### src/rtl/adder_pkg.sv
// Shared definitions for the pipelined adder: mode encodings and
// parameter helpers used at elaboration time.
package adder_pkg;

  localparam logic ADD = 1'b0;
  localparam logic SUB = 1'b1;

  function automatic int chunk_width(input int width, input int stages);
    return width / stages;
  endfunction

  // Each stage must own a whole, equal-sized chunk of the carry chain.
  function automatic bit width_legal(input int width, input int stages);
    return (stages >= 1) && (stages <= width) && ((width % stages) == 0);
  endfunction

endpackage

### src/rtl/adder_stage.sv
// One pipeline stage: a CW-bit add with carry-in/carry-out, followed by
// the stage's partial-sum, carry and valid registers.
module adder_stage #(
  parameter int CW = 8
) (
  input  logic          clk,
  input  logic          rst,
  input  logic          en,
  input  logic          valid_in,
  input  logic [CW-1:0] a,
  input  logic [CW-1:0] b,
  input  logic          cin,
  output logic [CW-1:0] sum,
  output logic          cout,
  output logic          valid
);

  logic [CW:0] total;

  assign total = {1'b0, a} + {1'b0, b} + {{CW{1'b0}}, cin};

  always_ff @(posedge clk) begin
    if (rst) begin
      sum   <= '0;
      cout  <= 1'b0;
      valid <= 1'b0;
    end else if (en) begin
      sum   <= total[CW-1:0];
      cout  <= total[CW];
      valid <= valid_in;
    end
  end

endmodule

### src/rtl/pipelined_adder.sv
// Pipelined add/subtract with carry and signed-overflow flags. The carry
// chain is cut into STAGES registered chunks; a global stall gives back-pressure.
module pipelined_adder
  import adder_pkg::*;
#(
  parameter int WIDTH  = 32,
  parameter int STAGES = 4
) (
  input  logic             clk,
  input  logic             rst,
  input  logic             in_valid,
  output logic             in_ready,
  input  logic [WIDTH-1:0] a,
  input  logic [WIDTH-1:0] b,
  input  logic             cin,
  input  logic             sub,
  output logic             out_valid,
  input  logic             out_ready,
  output logic [WIDTH-1:0] sum,
  output logic             cout,
  output logic             ovf
);

  localparam int CW   = chunk_width(WIDTH, STAGES);
  localparam int LAST = STAGES - 1;

  if (!width_legal(WIDTH, STAGES)) begin : g_bad_params
    $error("pipelined_adder: WIDTH must be a multiple of STAGES, 1 <= STAGES <= WIDTH");
  end

  logic             en;
  logic [WIDTH-1:0] b_eff;
  logic             cin_eff;
  logic             a_msb;
  logic             b_msb;

  logic [CW-1:0]    opa     [STAGES];
  logic [CW-1:0]    opb     [STAGES];
  logic             cin_s   [STAGES];
  logic             vin_s   [STAGES];
  logic [CW-1:0]    sum_s   [STAGES];
  logic             cout_s  [STAGES];
  logic             valid_s [STAGES];
  // Skew registers travelling with each beat: unconsumed operand chunks
  // shifted down to bit 0, and resolved lower sums shifted in from the top.
  logic [WIDTH-1:0] a_sk    [STAGES];
  logic [WIDTH-1:0] b_sk    [STAGES];
  logic [WIDTH-1:0] lo_sk   [STAGES];

  assign en       = !(out_valid && !out_ready);
  assign in_ready = en;
  assign b_eff    = (sub == SUB) ? ~b : b;
  assign cin_eff  = (sub == SUB) ? ~cin : cin;

  for (genvar k = 0; k < STAGES; k++) begin : g_stage
    if (k == 0) begin : g_first
      assign opa[0]   = a[CW-1:0];
      assign opb[0]   = b_eff[CW-1:0];
      assign cin_s[0] = cin_eff;
      assign vin_s[0] = in_valid;

      always_ff @(posedge clk) begin
        if (rst) begin
          a_sk[0]  <= '0;
          b_sk[0]  <= '0;
          lo_sk[0] <= '0;
        end else if (en) begin
          a_sk[0]  <= a >> CW;
          b_sk[0]  <= b_eff >> CW;
          lo_sk[0] <= '0;
        end
      end
    end else begin : g_next
      assign opa[k]   = a_sk[k-1][CW-1:0];
      assign opb[k]   = b_sk[k-1][CW-1:0];
      assign cin_s[k] = cout_s[k-1];
      assign vin_s[k] = valid_s[k-1];

      always_ff @(posedge clk) begin
        if (rst) begin
          a_sk[k]  <= '0;
          b_sk[k]  <= '0;
          lo_sk[k] <= '0;
        end else if (en) begin
          a_sk[k]  <= a_sk[k-1] >> CW;
          b_sk[k]  <= b_sk[k-1] >> CW;
          lo_sk[k] <= {sum_s[k-1], lo_sk[k-1][WIDTH-1:CW]};
        end
      end
    end

    adder_stage #(.CW(CW)) u_stage (
      .clk      (clk),
      .rst      (rst),
      .en       (en),
      .valid_in (vin_s[k]),
      .a        (opa[k]),
      .b        (opb[k]),
      .cin      (cin_s[k]),
      .sum      (sum_s[k]),
      .cout     (cout_s[k]),
      .valid    (valid_s[k])
    );
  end

  // Operand sign bits are captured alongside the top chunk for the overflow flag.
  always_ff @(posedge clk) begin
    if (rst) begin
      a_msb <= 1'b0;
      b_msb <= 1'b0;
    end else if (en) begin
      a_msb <= opa[LAST][CW-1];
      b_msb <= opb[LAST][CW-1];
    end
  end

  if (STAGES > 1) begin : g_sum_multi
    assign sum = {sum_s[LAST], lo_sk[LAST][WIDTH-1:CW]};
  end else begin : g_sum_single
    assign sum = sum_s[0];
  end

  assign cout      = cout_s[LAST];
  assign out_valid = valid_s[LAST];
  assign ovf       = (a_msb == b_msb) && (sum[WIDTH-1] != a_msb);

endmodule

### config.mk
export PLATFORM = sky130hd
export DESIGN_NAME = pipelined_adder
export DESIGN_NICKNAME = d
export VERILOG_FILES = /design/src/rtl/adder_pkg.sv /design/src/rtl/adder_stage.sv /design/src/rtl/pipelined_adder.sv
export SDC_FILE = /design/constraint.sdc
export NUM_CORES = 1
export LEC_CHECK = 0
export ABC_CLOCK_PERIOD_IN_PS = 13350
export CORE_UTILIZATION = 60
export CTS_CLUSTER_DIAMETER = 40
export DETAILED_ROUTE_END_ITERATION = 12
export MAX_ROUTING_LAYER = met4
export PLACE_DENSITY_LB_ADDON = 0.25
export REMOVE_ABC_BUFFERS = 1
export SYNTH_ARGS = -nofsm -noshare
export SYNTH_HDL_FRONTEND = slang
export SYNTH_HIERARCHICAL = 1
export SYNTH_SLANG_ARGS = --single-unit
### constraint.sdc
create_clock -name clk -period 13.35 [get_ports clk]
set_input_delay 2.67 -clock clk [delete_from_list [all_inputs] [get_ports clk]]
set_output_delay 2.67 -clock clk [all_outputs]
set_load 0.01 [all_outputs]
==> metrics.md <==
| Metric | Value |
|---|---|
| Worst min path class | register to register |
| Critical Path Start Type | input port |
| Hold Path Origin | g_stage[0].u_stage/sum[4]$_SDFFE_PP0P_ |
| Antenna violations before repair | 0 |
| H-tree depth | 4 |
| Design area | 0.0103 mm² |
| Final Hold Violating Endpoints | 0 |
| Post-CTS resize count | 0 |
| Worst hold slack | 480 ps |
| Hold Path Sink | g_stage[0].u_stage/sum[4]$_SDFFE_PP0P_ |
| P&R area growth vs syn | 15.1% |
| Root buf cell | clkbuf_16 |
| WL/cell | 15.7 µm |
| Post-layout net count | 852 |
| Leak pwr | 3.93 nW |
| Worst setup EP type | output port |
| Mean Syn Cell Area | 13.2 µm² |
| Reg2Reg Depth | 4 |
| EDFF count, synth | 144 |
| Chip Width | 124 µm |
| Share of layout cells above drive strength 1 | 0.0909 |
| CTS tree | done |
| First DRT Iteration DRCs | 381 |
| Worst vdd ir | 0.0000924 V |
| Die Height | 124 µm |
| ANT cells | 0 |
| Kind of critical path | input port to output port |
| Final period utilization | 0.563 |
| Register area share after synthesis | 0.575 |
| Via count | 5385 |
| Max_slew headroom | 0.226 |
| Final worst slack | 5840 ps |
| Unique cell type count in the Yosys netlist | 44 |
| # rows | 44 |
| Syn Inst Count | 683 |
| Worst R2R Start | g_stage[3].u_stage/valid$_SDFFE_PP0P_ |
| Vias per inst | 5.71 |
| Outcome | finished clean |
| Post-route insts no fill | 943 |
| PortBufs | 105 |
| Setup TNS | 0 ps |
| Gr ovfl total | 0 |
| DRC | 0 |
| Crit-path max FO | 57 |
| Top cell type by total area after synthesis | edfxtp_1 |
| Top FF cell, synth | edfxtp_1 |
| Initial Util | 0.616 |
| Reg-to-Reg End | b_sk[0][17]$_SDFFCE_PN0P_ |
| Synthesized flop and latch total | 186 |
| Synth warnings | 6 |
| Antenna Nets Post-Route | 0 |
| Unrepaired setup endpoints after global routing | no |
| Post CTS Setup Buffer Count | 0 |
| Clk slew on worst S/H paths | 60 ps |
| Fmax | 133 MHz |
| Die area | 0.0155 mm² |
| Worst skew pair latency | 420 ps |
| CTS Buffer Depth | 2 |
| Dpl cells | 911 |
| Synth top area share | 0.481 |
| Setup Skew | 6.18 ps |
| Mapped Area | 0.00898 mm² |
| Worst EP arrival | 4840 ps |
| Pwr Total | 1.27 mW |
| Total Routing Usage GR | 0.207 |
| Pin count of the biggest net entering global routing | 106 |
| Placement Cell Area | 0.00982 mm² |
| WHS Path Cells | 2 |
| HPWL after DPL | 9250 µm |
| Tmin final | 7510 ps |
| R2R setup slack | 10580 ps |
| Cts bufs inserted | 17 |
| 1st-pass router iterations | 6 |
| GPL Wtd Cong | 0.828 |
| Cts hold-fix bufs | 0 |
| I/O pin cnt | 106 |
| Required @ worst endpoint | 10680 ps |
| Max_cap viols | 0 |
| Synth top area cells | edfxtp_1 48%, nor3b_1 10%, dfxtp_1 9.4% |
| Ys async rst share | 0 |
| Measured slew at the worst slew-check pin | 1160 ps |
| Setup WS pre-CTS | 5850 ps |
| Pwr Density | 122 mW/mm² |
| Fin. max-slew vios | 0 |
| # setup viols final | 0 |
| Clock Sinks | 186 |
| Routed WL | 14800 µm |
| Vias in the first global route | 5302 |
| First-pass GRT wire length | 24900 µm |
| Final Util | 0.709 |
| CORE AREA | 0.0146 mm² |
==> metal layers <==
layer,wire length [µm],track usage,vias up
met4,225,0.0780,0
met2,7580,0.343,112
met5,0,-,-
li1,-,-,2634
met3,486,0.0408,15
met1,6520,0.252,2624
==> cell type report <==
class	instances	area, µm²
multi-input cells	420	3290
inverters	9	33.8
repair buffers	112	1100
fillers	1038	4250
clock inverters	9	51.3
clock buffers	23	468
well taps	184	230
flip-flops and latches	186	5160
==> sequential cells by signal (all words and copies together), names as in the netlist <==
signal	count
g_stage.u_stage/cout	4
a_sk	48
b_msb	1
b_sk	48
lo_sk	48
a_msb	1
g_stage.u_stage/sum	32
g_stage.u_stage/valid	4
==> logic make-up (layout without fill, tap and decap cells) <==
family,count (synthesis),count (layout),synth area share
AOI/OAI and AO/OA,103,103,0.0865
xor gates and xnor gates,49,49,0.0478
adders and majority gates,36,36,0.0568
buffers and inverters,77,153,0.0592
DFF,186,186,0.575
muxes,20,20,0.0242
and+or+nand+nor,212,212,0.150
==> layout by cell type, fill, tap and decap left out, drive strengths merged <==
| cell | instances |
|---|---|
| clkinvlp | 3 |
| clkbuf | 23 |
| nand4bb | 1 |
| a21o | 4 |
| o211ai | 4 |
| nand2b | 8 |
| dfxtp | 42 |
| o22ai | 5 |
| inv | 9 |
| ha | 28 |
| o21ai | 18 |
| nor2 | 24 |
| clkinv | 6 |
| nor3b | 120 |
| buf | 9 |
| nor2b | 1 |
| xnor2 | 40 |
| nor3 | 28 |
| edfxtp | 144 |
| xor2 | 9 |
| nand2 | 25 |
| o32ai | 8 |
| a31oi | 4 |
| o21bai | 8 |
| mux2i | 12 |
| or4bb | 1 |
| nand3 | 4 |
| a21oi | 24 |
| a41oi | 4 |
| mux2 | 8 |
| a211oi | 20 |
| clkdlybuf4s50 | 103 |
| o21a | 4 |
| fa | 8 |
==> critical path: stages <==
cell	delay, ps
clkdlybuf4s50_1	550
nor2b_4	50
buf_4	260
inv_2	80
buf_4	530
clkdlybuf4s50_1	660
==> cells in the mapped netlist (4+ instances only) <==
master,n
mux2i_1,12
xor2_1,9
buf_6,12
nor2_2,4
a211oi_2,8
nor3b_1,120
fa_1,8
buf_4,25
o21a_1,4
nand2_1,25
clkbuf_1,5
nor3_1,28
buf_2,23
o22ai_1,5
o21bai_1,8
edfxtp_1,144
a211oi_1,12
inv_1,9
o32ai_1,6
nand2b_1,8
o21ai_1,12
mux2_1,4
dfxtp_1,42
ha_1,28
a31oi_2,4
o21ai_0,6
a21oi_1,22
o211ai_1,4
nor2_1,20
xnor2_1,40
==> power breakdown <==
group	switching [mW]	internal [mW]
clock	0.197	0.245
sequential	0.0138	0.663
combinational	0.0668	0.0798
==> how the worst max path moves through the flow <==
stage / depth (start not counted) / startpoint / endpoint / slack, ps
2_1_floorplan: 2 / out_ready / a_sk[0][0]$_SDFFCE_PN0P_ / 4460
3_3_place_gp: 6 / out_ready / in_ready / 5880
3_5_place_dp: 6 / out_ready / in_ready / 5850
4_1_cts: 6 / out_ready / in_ready / 5820
5_1_grt: 6 / out_ready / in_ready / 5710
6_report: 6 / out_ready / in_ready / 5840
Power figures use the tool's default switching activity.
